## src/rtl/sprite_pkg.sv

```systemverilog
// Shared sprite constants, FSM encoding and bit-index helper for sprite readers.
package sprite_pkg;

  localparam int SPRITE_DIM  = 5;
  localparam int SPRITE_BITS = SPRITE_DIM * SPRITE_DIM;

  localparam logic [1:0] ST_IDLE = 2'd0;
  localparam logic [1:0] ST_DRAW = 2'd1;
  localparam logic [1:0] ST_DONE = 2'd2;

  // Row-major pixel k lives at bit SPRITE_BITS-1-k (bit 24 is top-left).
  function automatic logic [4:0] bit_index(input logic [2:0] row, input logic [2:0] col);
    int k;
    k = int'(row) * SPRITE_DIM + int'(col);
    return 5'(SPRITE_BITS - 1 - k);
  endfunction

endpackage

```

## src/rtl/sprite_plotter_if.sv

```systemverilog
// Sprite request / framebuffer pixel port bundle between the animation logic and the plotter.
interface sprite_plotter_if #(
  parameter int X_W      = 8,
  parameter int Y_W      = 7,
  parameter int COLOUR_W = 3
);

  logic                start;
  logic [24:0]         sprite;
  logic [X_W-1:0]      x_origin;
  logic [Y_W-1:0]      y_origin;
  logic [COLOUR_W-1:0] fg_colour;
  logic [COLOUR_W-1:0] bg_colour;
  logic [X_W-1:0]      x;
  logic [Y_W-1:0]      y;
  logic [COLOUR_W-1:0] colour;
  logic                plot;
  logic                busy;
  logic                done;

  modport master (
    output start, sprite, x_origin, y_origin, fg_colour, bg_colour,
    input  x, y, colour, plot, busy, done
  );

  modport slave (
    input  start, sprite, x_origin, y_origin, fg_colour, bg_colour,
    output x, y, colour, plot, busy, done
  );

endinterface

```

## src/rtl/sprite_scan_counter.sv

```systemverilog
// Row-major 5x5 scan counter with clear, enable, look-ahead position and last-pixel flag.
module sprite_scan_counter
  import sprite_pkg::*;
(
  input  logic       clock,
  input  logic       reset,
  input  logic       i_clr,
  input  logic       i_en,
  output logic [2:0] o_row_nxt,
  output logic [2:0] o_col_nxt,
  output logic       o_last
);

  logic [2:0] r_row;
  logic [2:0] r_col;
  logic       w_col_end;

  assign w_col_end = (r_col == 3'(SPRITE_DIM - 1));
  assign o_last    = w_col_end && (r_row == 3'(SPRITE_DIM - 1));
  assign o_col_nxt = w_col_end ? 3'd0 : r_col + 3'd1;
  assign o_row_nxt = w_col_end ? r_row + 3'd1 : r_row;

  always_ff @(posedge clock or posedge reset) begin
    if (reset) begin
      r_row <= 3'd0;
      r_col <= 3'd0;
    end else if (i_clr) begin
      r_row <= 3'd0;
      r_col <= 3'd0;
    end else if (i_en) begin
      r_row <= o_row_nxt;
      r_col <= o_col_nxt;
    end
  end

endmodule

```

## src/rtl/sprite_plotter.sv

```systemverilog
// Serialises a latched 5x5 sprite into one registered framebuffer pixel write per clock.
// Optional build macro SPRITE_TRANSPARENT_EN: clear sprite bits are skipped (plot=0) instead of drawn in bg_colour.
module sprite_plotter
  import sprite_pkg::*;
#(
  parameter int X_W      = 8,
  parameter int Y_W      = 7,
  parameter int COLOUR_W = 3
) (
  input  logic            clock,
  input  logic            reset,
  sprite_plotter_if.slave bus
);

  logic [1:0]            r_state;
  logic [SPRITE_BITS-1:0] r_sprite;
  logic [X_W-1:0]        r_xo;
  logic [Y_W-1:0]        r_yo;
  logic [COLOUR_W-1:0]   r_fg;
  logic [COLOUR_W-1:0]   r_bg;
  logic [X_W-1:0]        r_x;
  logic [Y_W-1:0]        r_y;
  logic [COLOUR_W-1:0]   r_colour;
  logic                  r_plot;
  logic                  r_busy;
  logic                  r_done;

  logic                  w_clr;
  logic                  w_adv;
  logic                  w_last;
  logic [2:0]            w_row_nxt;
  logic [2:0]            w_col_nxt;
  logic                  w_bit_first;
  logic                  w_bit_nxt;
  logic                  w_plot_first;
  logic                  w_plot_nxt;
  logic [COLOUR_W-1:0]   w_colour_first;
  logic [COLOUR_W-1:0]   w_colour_nxt;
  logic [X_W-1:0]        w_x_nxt;
  logic [Y_W-1:0]        w_y_nxt;

  assign w_clr = (r_state == ST_IDLE) && bus.start;
  assign w_adv = (r_state == ST_DRAW) && !w_last;

  sprite_scan_counter u_scan (
    .clock     (clock),
    .reset     (reset),
    .i_clr     (w_clr),
    .i_en      (w_adv),
    .o_row_nxt (w_row_nxt),
    .o_col_nxt (w_col_nxt),
    .o_last    (w_last)
  );

  // Pixel 0 is registered straight from the request inputs at the accepting edge.
  assign w_bit_first = bus.sprite[SPRITE_BITS-1];
  assign w_bit_nxt   = r_sprite[bit_index(w_row_nxt, w_col_nxt)];
  assign w_x_nxt     = r_xo + X_W'(w_col_nxt);
  assign w_y_nxt     = r_yo + Y_W'(w_row_nxt);

`ifdef SPRITE_TRANSPARENT_EN
  assign w_plot_first   = w_bit_first;
  assign w_plot_nxt     = w_bit_nxt;
  assign w_colour_first = bus.fg_colour;
  assign w_colour_nxt   = r_fg;
`else
  assign w_plot_first   = 1'b1;
  assign w_plot_nxt     = 1'b1;
  assign w_colour_first = w_bit_first ? bus.fg_colour : bus.bg_colour;
  assign w_colour_nxt   = w_bit_nxt ? r_fg : r_bg;
`endif

  always_ff @(posedge clock or posedge reset) begin
    if (reset) begin
      r_state  <= ST_IDLE;
      r_sprite <= '0;
      r_xo     <= '0;
      r_yo     <= '0;
      r_fg     <= '0;
      r_bg     <= '0;
      r_x      <= '0;
      r_y      <= '0;
      r_colour <= '0;
      r_plot   <= 1'b0;
      r_busy   <= 1'b0;
      r_done   <= 1'b0;
    end else begin
      case (r_state)
        ST_IDLE: begin
          if (bus.start) begin
            r_sprite <= bus.sprite;
            r_xo     <= bus.x_origin;
            r_yo     <= bus.y_origin;
            r_fg     <= bus.fg_colour;
            r_bg     <= bus.bg_colour;
            r_state  <= ST_DRAW;
            r_busy   <= 1'b1;
            r_plot   <= w_plot_first;
            if (w_plot_first) begin
              r_x      <= bus.x_origin;
              r_y      <= bus.y_origin;
              r_colour <= w_colour_first;
            end
          end
        end
        ST_DRAW: begin
          if (w_last) begin
            r_state <= ST_DONE;
            r_plot  <= 1'b0;
            r_done  <= 1'b1;
          end else begin
            r_plot <= w_plot_nxt;
            // Skipped pixels leave x/y/colour at the last plotted values.
            if (w_plot_nxt) begin
              r_x      <= w_x_nxt;
              r_y      <= w_y_nxt;
              r_colour <= w_colour_nxt;
            end
          end
        end
        ST_DONE: begin
          r_state <= ST_IDLE;
          r_done  <= 1'b0;
          r_busy  <= 1'b0;
        end
        default: begin
          r_state <= ST_IDLE;
          r_plot  <= 1'b0;
          r_busy  <= 1'b0;
          r_done  <= 1'b0;
        end
      endcase
    end
  end

  assign bus.x      = r_x;
  assign bus.y      = r_y;
  assign bus.colour = r_colour;
  assign bus.plot   = r_plot;
  assign bus.busy   = r_busy;
  assign bus.done   = r_done;

endmodule

```

## src/flat_wrapper.sv

```systemverilog
// flat-port wrapper written by rule: the top's interface ports become plain ports
module sprite_plotter_flat import sprite_pkg::*;
#(
  parameter int X_W      = 8,
  parameter int Y_W      = 7,
  parameter int COLOUR_W = 3
)
  (clock, reset, bus_start, bus_sprite, bus_x_origin, bus_y_origin, bus_fg_colour, bus_bg_colour, bus_x, bus_y, bus_colour, bus_plot, bus_busy, bus_done);
  sprite_plotter_if #(.X_W(X_W), .Y_W(Y_W), .COLOUR_W(COLOUR_W)) bus_i ();
  input  logic clock;
  input  logic reset;
  input wire logic [$bits(bus_i.start)-1:0] bus_start;
  input wire logic [$bits(bus_i.sprite)-1:0] bus_sprite;
  input wire logic [$bits(bus_i.x_origin)-1:0] bus_x_origin;
  input wire logic [$bits(bus_i.y_origin)-1:0] bus_y_origin;
  input wire logic [$bits(bus_i.fg_colour)-1:0] bus_fg_colour;
  input wire logic [$bits(bus_i.bg_colour)-1:0] bus_bg_colour;
  output wire logic [$bits(bus_i.x)-1:0] bus_x;
  output wire logic [$bits(bus_i.y)-1:0] bus_y;
  output wire logic [$bits(bus_i.colour)-1:0] bus_colour;
  output wire logic [$bits(bus_i.plot)-1:0] bus_plot;
  output wire logic [$bits(bus_i.busy)-1:0] bus_busy;
  output wire logic [$bits(bus_i.done)-1:0] bus_done;
  assign bus_i.start = bus_start;
  assign bus_i.sprite = bus_sprite;
  assign bus_i.x_origin = bus_x_origin;
  assign bus_i.y_origin = bus_y_origin;
  assign bus_i.fg_colour = bus_fg_colour;
  assign bus_i.bg_colour = bus_bg_colour;
  assign bus_x = bus_i.x;
  assign bus_y = bus_i.y;
  assign bus_colour = bus_i.colour;
  assign bus_plot = bus_i.plot;
  assign bus_busy = bus_i.busy;
  assign bus_done = bus_i.done;
  sprite_plotter #(.X_W(X_W), .Y_W(Y_W), .COLOUR_W(COLOUR_W)) u_core (.clock(clock), .reset(reset), .bus(bus_i));
endmodule
```

## config.mk

```make
export PLATFORM = sky130hd
export DESIGN_NAME = sprite_plotter_flat
export DESIGN_NICKNAME = d
export VERILOG_FILES = /design/src/rtl/sprite_pkg.sv /design/src/rtl/sprite_plotter_if.sv /design/src/rtl/sprite_scan_counter.sv /design/src/rtl/sprite_plotter.sv /design/src/flat_wrapper.sv
export SDC_FILE = /design/constraint.sdc
export NUM_CORES = 1
export LEC_CHECK = 0
export CORE_ASPECT_RATIO = 1.4
export CORE_MARGIN = 1
export CORE_UTILIZATION = 59
export CTS_BUF_LIST = sky130_fd_sc_hd__clkbuf_4
export DETAILED_ROUTE_END_ITERATION = 16
export PLACE_DENSITY = 0.86
export RECOVER_POWER = 25
export SYNTH_ARGS = -nofsm -noshare
export SYNTH_HDL_FRONTEND = slang
export SYNTH_SLANG_ARGS = --single-unit
```

## constraint.sdc

```tcl
create_clock -name clock -period 8.8 [get_ports clock]
set_input_delay 0.88 -clock clock [delete_from_list [all_inputs] [get_ports clock]]
set_output_delay 0.88 -clock clock [all_outputs]
set_load 0.1 [all_outputs]
```

==> results of run 1 <==
==> through the flow <==
stage / instances / utilization (%) / instance area [um^2] / worst slack [ps] / hold WS [ps]
final: 611 / 73.9 / 4890 / 4160 / 496
after global routing: 611 / 73.9 / 4890 / 3290 / 515
after floorplan: 451 / - / 4030 / 4990 / 437
after CTS: 611 / 74.0 / 4900 / 4610 / 497
after global placement: 595 / 72.1 / 4770 / 4850 / 450
after detailed placement: 595 / 72.1 / 4770 / 4640 / 463
==> synth_stat cells (3+ instances only) <==
library cell / instances / area [um^2]
nor3_1: 7 / 35.0
nor2_1: 24 / 90.1
ha_1: 15 / 188
a31oi_1: 6 / 37.5
nor3b_1: 4 / 30.0
o211ai_1: 9 / 67.6
dfrtp_1: 75 / 1880
nor2b_1: 3 / 18.8
clkbuf_1: 14 / 52.6
nand2_1: 171 / 642
a21o_1: 5 / 37.5
a21oi_1: 15 / 75.1
fa_1: 4 / 80.1
o21ai_0: 14 / 70.1
xor2_1: 6 / 52.6
o31ai_1: 3 / 22.5
mux2_2: 3 / 33.8
inv_1: 15 / 56.3
mux2i_1: 12 / 120
xnor2_1: 10 / 87.6
buf_1: 3 / 11.3
nand3_1: 7 / 35.0
==> area by class of cell <==
class	count	area (um^2)
Inverter	16	60.1
Clock buffer	9	67.6
Timing Repair Buffer	73	713
Clock inverter	7	58.8
Multi-Input combinational cell	339	2000
Fill cell	498	1720
Sequential cell	75	1880
Tap cell	92	115
==> cell families after synthesis <==
kind of cell / synth area share, %
and+or+nand+nor: 22.5
DFF: 46.5
adders and majority gates: 6.64
AOI/OAI and AO/OA: 10.4
buffers and inverters: 4.13
muxes: 5.68
xor gates and xnor gates: 4.16
==> flip-flops by register name, summed over array words and instances (netlist names) <==
| register | cells |
|---|---|
| u_core.r_fg | 3 |
| u_core.u_scan.r_row | 3 |
| u_core.bus.x | 8 |
| u_core.u_scan.r_col | 3 |
| u_core.r_xo | 8 |
| u_core.bus.y | 7 |
| u_core.r_state | 2 |
| u_core.bus.done | 1 |
| u_core.bus.plot | 1 |
| u_core.bus.busy | 1 |
| u_core.bus.colour | 3 |
| u_core.r_bg | 3 |
| u_core.r_yo | 7 |
| u_core.r_sprite | 25 |
==> critical path: stages <==
cell and delay [ps]:
dlygate4sd3_1 540, clkinv_1 50, clkbuf_1 2760
==> routing by layer <==
layer | vias to the layer above | share of wire (%) | global-route usage (%) | wire [um]
li1 | 1616 | - | - | -
met1 | 1582 | 41 | 32.1 | 3680
met2 | 99 | 52 | 47.4 | 4670
met3 | 16 | 5.5 | 5.92 | 498
met4 | 0 | 2.0 | 9.50 | 177
met5 | - | 0 | 0 | 0
==> worst paths after layout <==
check / startpoint / depth (start not counted) / slack (ps) / endpoint
setup / recovery: reset / 3 / 4160 / u_core.r_xo[1]
hold / removal: u_core.r_sprite[17] / 2 / 500 / u_core.r_sprite[17]
setup reg to reg: u_core.u_scan.r_col[0] / 16 / 4600 / u_core.bus.colour[0]
hold reg to reg: u_core.r_sprite[17] / 2 / 500 / u_core.r_sprite[17]
max in group clock: u_core.u_scan.r_col[0] / 16 / 4600 / u_core.bus.colour[0]
min in group asynchronous: reset / 3 / 2440 / u_core.r_sprite[0]
==> metrics.txt, run 1 <==
Synth cell types 44; die area 7170 um^2; Placeable Area 6610 um^2; Final TNS setup 0 ps; io pins 70; status complete, but fails checks; crit-path max FO 75; port bufs 69; Cells after Synth 451; antenna cells 0; Seq/Total Area, Yosys 46.5%; # setup viols final 0; Fin. Hold Viols 0; grt total ovfl 0; ratio of cells with drive above 1 in the final layout 5.59%; hold_buf cts 0; FF+latch count, synth 75; Pre-antenna DRT Iters 5; Root Buffer clkbuf_4; clk_skew 11.6 ps; GRT Overall Usage 26.9%; CTS tree done; critical path data required time 8420 ps; WL final 9030 um; number of global-route vias before repair 3359; vias per cell 5.42; routability cong. 0.874; largest net degree at the start of global routing 76; Max Cap Violations 2; yosys warns 0; starting density of the core 61.0%; final net count 582; CTS clock-pin slew for the worst setup and hold paths 110 ps; minimum clock period 4640 ps; TritonCTS Buffers 9; most common cell after layout, fill and taps aside nand2_1; CTS H-Tree Depth 3; worst min path class register to register; failing checks capacitance limit, slew limit; post-CTS repair timing setup buffer count 0; Critical Path End Type asynchronous set/reset pin; CTS resizes 0; clock latency on the worst-skew pair 410 ps; syn avg cell area 8.94 um^2; synthesized cell area 4030 um^2; ys async rst share 100%; critical path type primary input to asynchronous set/reset pin; most frequent cells in the layout nand2_1, dfrtp_1, clkdlybuf4s50_1; antenna violations before repair 0; DR WL/cell 14.8 um; via count 3313; Slew @ Worst Pin 3940 ps; RSZ-0062 raised after global routing false; row count 35; first-pass GRT wire length 15000 um; die width 71.9 um; drc violations 0; number of synthesized flops with an enable pin 0; CP arrival 4260 ps; Layout area overhead 21.2%; Die Span Y 99.8 um; Detail Route Antenna Nets 0; Clock Sinks 75; DP HPWL 6300 um; CP startpoint kind primary input; initial drt markers 237; syn_nets 519; Slew headroom -163%; Final period util 52.7%; max frequency 216 MHz; max-slew violations 125; CTS Buffer Depth 2; most common flop cell mapped by yosys dfrtp_1
Power of run 1 is not shown: default switching activity piles up to over one toggle a cycle in this logic, so the estimate is an artifact.
==> run 2, diff against run 1 <==
--- a/config.mk
+++ b/config.mk
@@ -7,10 +7,10 @@
 export LEC_CHECK = 0
 export CORE_ASPECT_RATIO = 1.4
 export CORE_MARGIN = 1
-export CORE_UTILIZATION = 59
+export CORE_UTILIZATION = 55
 export CTS_BUF_LIST = sky130_fd_sc_hd__clkbuf_4
 export DETAILED_ROUTE_END_ITERATION = 16
-export PLACE_DENSITY = 0.86
+export PLACE_DENSITY = 0.81
 export RECOVER_POWER = 25
 export SYNTH_ARGS = -nofsm -noshare
 export SYNTH_HDL_FRONTEND = slang
==> constraint.sdc (replaced) <==
create_clock -name clock -period 4.76 [get_ports clock]
set_input_delay 0.476 -clock clock [delete_from_list [all_inputs] [get_ports clock]]
set_output_delay 0.476 -clock clock [all_outputs]
set_load 0.1 [all_outputs]
==> metrics.txt, run 2 (same netlist as run 1, synthesis figures left out) <==
Slew headroom -21.3%; DP HPWL 6540 um; minimum clock period 4250 ps; Final TNS setup 0 ps; status complete, but fails checks; CP arrival 4590 ps; Max Cap Violations 1; Fin. Hold Viols 0; vias per cell 5.48; Critical Path End Type register; hold_buf cts 0; critical path data required time 5100 ps; post-place instance area 4770 um^2; ratio of cells with drive above 1 in the final layout 5.98%; Slew @ Worst Pin 1820 ps; non-filler instance count after layout 613; initial drt markers 159; port bufs 69; antenna cells 0; number of global-route vias before repair 3329; grt total ovfl 0; clock latency on the worst-skew pair 410 ps; CTS resizes 0; Post-Place Cells 598; # setup viols final 0; final net count 582; drc violations 0; Final period util 89.4%; most frequent cells in the layout nand2_1, dfrtp_1, clkdlybuf4s50_1; CTS clock-pin slew for the worst setup and hold paths 120 ps; routability cong. 0.860; CTS Buffer Depth 2; Root Buffer clkbuf_4; critical path type register to register; GRT Overall Usage 25.6%; RSZ-0062 raised after global routing false; clk_skew 18.8 ps; CP startpoint kind register; antenna violations before repair 0; io pins 70; crit-path max FO 9; WL final 9170 um; starting density of the core 57.4%; via count 3357; Detail Route Antenna Nets 0; max-slew violations 49; first-pass GRT wire length 14700 um; Largest register FFs 25; CTS tree done; DR WL/cell 15.0 um; post-CTS repair timing setup buffer count 0; worst min path class register to register; max frequency 235 MHz; die width 74.4 um; Placeable Area 7030 um^2; Most flops, register u_core.r_sprite; most common cell after layout, fill and taps aside nand2_1; Clock Sinks 75; filler instances 593; worst hold slack 491 ps; die area 7680 um^2; TritonCTS Buffers 9; row count 36; R2R Setup Slk 510 ps; Die Span Y 103 um; CTS H-Tree Depth 3; post-route cell area 4900 um^2; largest net degree at the start of global routing 52; Pre-antenna DRT Iters 5; failing checks capacitance limit, slew limit; Layout area overhead 21.4%
==> run 2: cell types whose count changed in the layout (fill, tap and decap cells not counted), sizes merged <==
cell	delta
buf	+2
clkbuf	-2
clkinv	-1
clkinvlp	-1
inv	+1
==> run 2: layer usage <==
metal	GRT usage, %	vias to the layer above	wire, um
met1	27.8	1636	3700
met3	6.01	13	389
li1	-	1617	-
met4	10.3	0	187
met5	0	-	0
met2	47.2	91	4900
==> run 2: stage by stage <==
stage	utilization, %	setup WS [ps]
after global routing	69.7	159
after floorplan	-	947
after global placement	67.9	809
final	69.7	506
after CTS	69.7	518
after detailed placement	67.9	552
==> run 2: cell type report <==
cell class | instances | area, um^2 | area share (%)
Tap cell | 95 | 119 | 2.43
Multi-Input combinational cell | 339 | 1990 | 40.7
Clock buffer | 9 | 67.6 | 1.38
Inverter | 16 | 60.1 | 1.23
Clock inverter | 6 | 57.6 | 1.18
Timing Repair Buffer | 73 | 721 | 14.7
Sequential cell | 75 | 1880 | 38.3
==> run 2: path summary, 6_finish.rpt <==
check / start / end / cells after the start
worst max-delay path: u_core.u_scan.r_col[0] / u_core.bus.colour[0] / 16
worst min-delay path: u_core.r_sprite[17] / u_core.r_sprite[17] / 2
worst max register to register: u_core.u_scan.r_col[0] / u_core.bus.colour[0] / 16
worst min register to register: u_core.r_sprite[17] / u_core.r_sprite[17] / 2
max in group asynchronous: reset / u_core.r_sprite[9] / 3
min in group asynchronous: reset / u_core.r_fg[2] / 2
==> run 2: worst max-delay path, cell delays in order, from the launching register on <==
cell and delay [ps]:
dfrtp_1 520, inv_1 120, ha_1 260, nand2_1 170, xnor2_1 200, ha_1 310, inv_1 60, fa_1 540
ha_1 150, inv_1 50, fa_1 370, xnor2_1 210, xnor2_1 120, xnor2_1 520, nor3_1 160, a211o_2 340
o211ai_1 80
Power of run 2 is left out for the same reason.
==> run 3, diff against run 2 <==
--- a/config.mk
+++ b/config.mk
@@ -5,12 +5,14 @@
 export SDC_FILE = /design/constraint.sdc
 export NUM_CORES = 1
 export LEC_CHECK = 0
+export CELL_PAD_IN_SITES_DETAIL_PLACEMENT = 1
+export CELL_PAD_IN_SITES_GLOBAL_PLACEMENT = 2
 export CORE_ASPECT_RATIO = 1.4
 export CORE_MARGIN = 1
-export CORE_UTILIZATION = 55
+export CORE_UTILIZATION = 33
 export CTS_BUF_LIST = sky130_fd_sc_hd__clkbuf_4
 export DETAILED_ROUTE_END_ITERATION = 16
-export PLACE_DENSITY = 0.81
+export PLACE_DENSITY = 0.8
 export RECOVER_POWER = 25
 export SYNTH_ARGS = -nofsm -noshare
 export SYNTH_HDL_FRONTEND = slang
==> metrics.txt, run 3 (same netlist as run 1, synthesis figures left out) <==
Most flops, register u_core.r_sprite; minimum clock period 4140 ps; number of global-route vias before repair 3577; critical path data required time 5080 ps; Max Cap Violations 1; Final TNS setup 0 ps; Die Span Y 133 um; final net count 583; GRT Overall Usage 18.5%; DR WL/cell 16.1 um; grt total ovfl 0; routability cong. 0.817; drc violations 0; die area 12700 um^2; Final period util 87.1%; status complete, but fails checks; Detail Route Antenna Nets 0; met1 wire length 4440 um; hold endpoint u_core.r_sprite[23]; most common cell after layout, fill and taps aside nand2_1; via count 3326; CP arrival 4470 ps; port bufs 69; Pre-antenna DRT Iters 4; CTS Buffer Depth 2; post-CTS repair timing setup buffer count 0; worst min path class register to register; clk_skew 17.3 ps; Root Buffer clkbuf_4; CTS resizes 0; WL final 10700 um; reg2reg start u_core.u_scan.r_col[0]; most frequent cells in the layout nand2_1, dfrtp_1, clkdlybuf4s50_1; Placeable Area 11900 um^2; max layer used met4; ratio of cells with drive above 1 in the final layout 6.54%; CP startpoint kind register; vias per cell 4.98; Slew headroom -22.8%; starting density of the core 33.9%; RSZ-0062 raised after global routing false; cell depth of the worst hold path 2; Clock Sinks 75; die width 95.4 um; Fin. Hold Viols 0; worst reg2reg path depth 16; # setup viols final 0; antenna violations before repair 1; clock latency on the worst-skew pair 440 ps; R2R Setup Slk 620 ps; Largest register FFs 25; reg2reg end u_core.bus.colour[2]; row count 47; hold_buf cts 0; Layout area overhead 24.7%; failing checks capacitance limit, slew limit; max frequency 241 MHz; DP HPWL 7640 um; initial drt markers 77; Slew @ Worst Pin 1840 ps; max-slew violations 48; Met2 Routed Length 5820 um; Critical Path End Type register; critical path type register to register; CTS H-Tree Depth 3; hold path start u_core.r_sprite[23]; io pins 70; met3 wire length 301 um; TritonCTS Buffers 9; largest net degree at the start of global routing 52; first-pass GRT wire length 17700 um; CTS clock-pin slew for the worst setup and hold paths 130 ps; CTS tree done; crit-path max FO 7
-- run 3: changes by cell type in the layout (fill, tap and decap cells not counted) --
cell / previous run / this run
clkbuf_4: 9 / 10
nor2b_2: 0 / 1
clkinv_4: 1 / 0
nor2b_1: 3 / 2
bufinv_16: 1 / 3
clkinv_2: 3 / 2
diode_2: 0 / 1
buf_4: 4 / 5
-- run 3: cell type report --
type,instances,area (um^2)
flip-flops and latches,75,1880
inverters,16,60.1
diodes,1,2.50
multi-input cells,339,2000
repair buffers,74,728
clock inverters,6,104
clock buffers,10,75.1
well taps,147,184
fillers,1411,6850
-- run 3: worst max-delay path: stages (launching register included) --
cell	delay, ps
dfrtp_1	510
inv_1	100
ha_1	270
nand2_1	180
xnor2_1	210
ha_1	320
inv_1	70
fa_1	540
ha_1	140
inv_1	50
fa_1	630
nor3b_1	90
a311oi_1	210
o22ai_1	140
nor2_1	230
mux2i_1	260
o211ai_2	100
-- run 3: worst max path at each step --
stage / from / to / slack (ps) / depth (start not counted)
global placement: u_core.u_scan.r_col[0] / u_core.bus.colour[2] / 750 / 15
floorplan: u_core.u_scan.r_col[0] / u_core.bus.colour[1] / 950 / 15
finish: u_core.u_scan.r_col[0] / u_core.bus.colour[2] / 620 / 16
detailed placement: u_core.u_scan.r_col[0] / u_core.bus.colour[2] / 580 / 16
CTS: u_core.u_scan.r_col[0] / u_core.bus.colour[2] / 590 / 16
global route: u_core.u_scan.r_col[0] / u_core.bus.colour[2] / 280 / 16
-- run 3: routing by layer --
metal,vias up,global-route usage [%]
met5,-,0
met4,0,6.97
li1,1616,-
met3,12,2.82
met1,1642,21.0
met2,56,33.9
-- run 3: per-stage QoR --
step | hold WS, ps | setup slack, ps | cells | cell area [um^2] | utilization [%]
floorplan | 437 | 947 | 451 | 4030 | -
global route | 513 | 278 | 668 | 5030 | 42.3
detailed placement | 463 | 584 | 651 | 4850 | 40.8
global placement | 451 | 745 | 651 | 4850 | 40.8
finish | 491 | 615 | 668 | 5030 | 42.3
CTS | 496 | 588 | 667 | 5020 | 42.3
Power of run 3 is left out for the same reason.
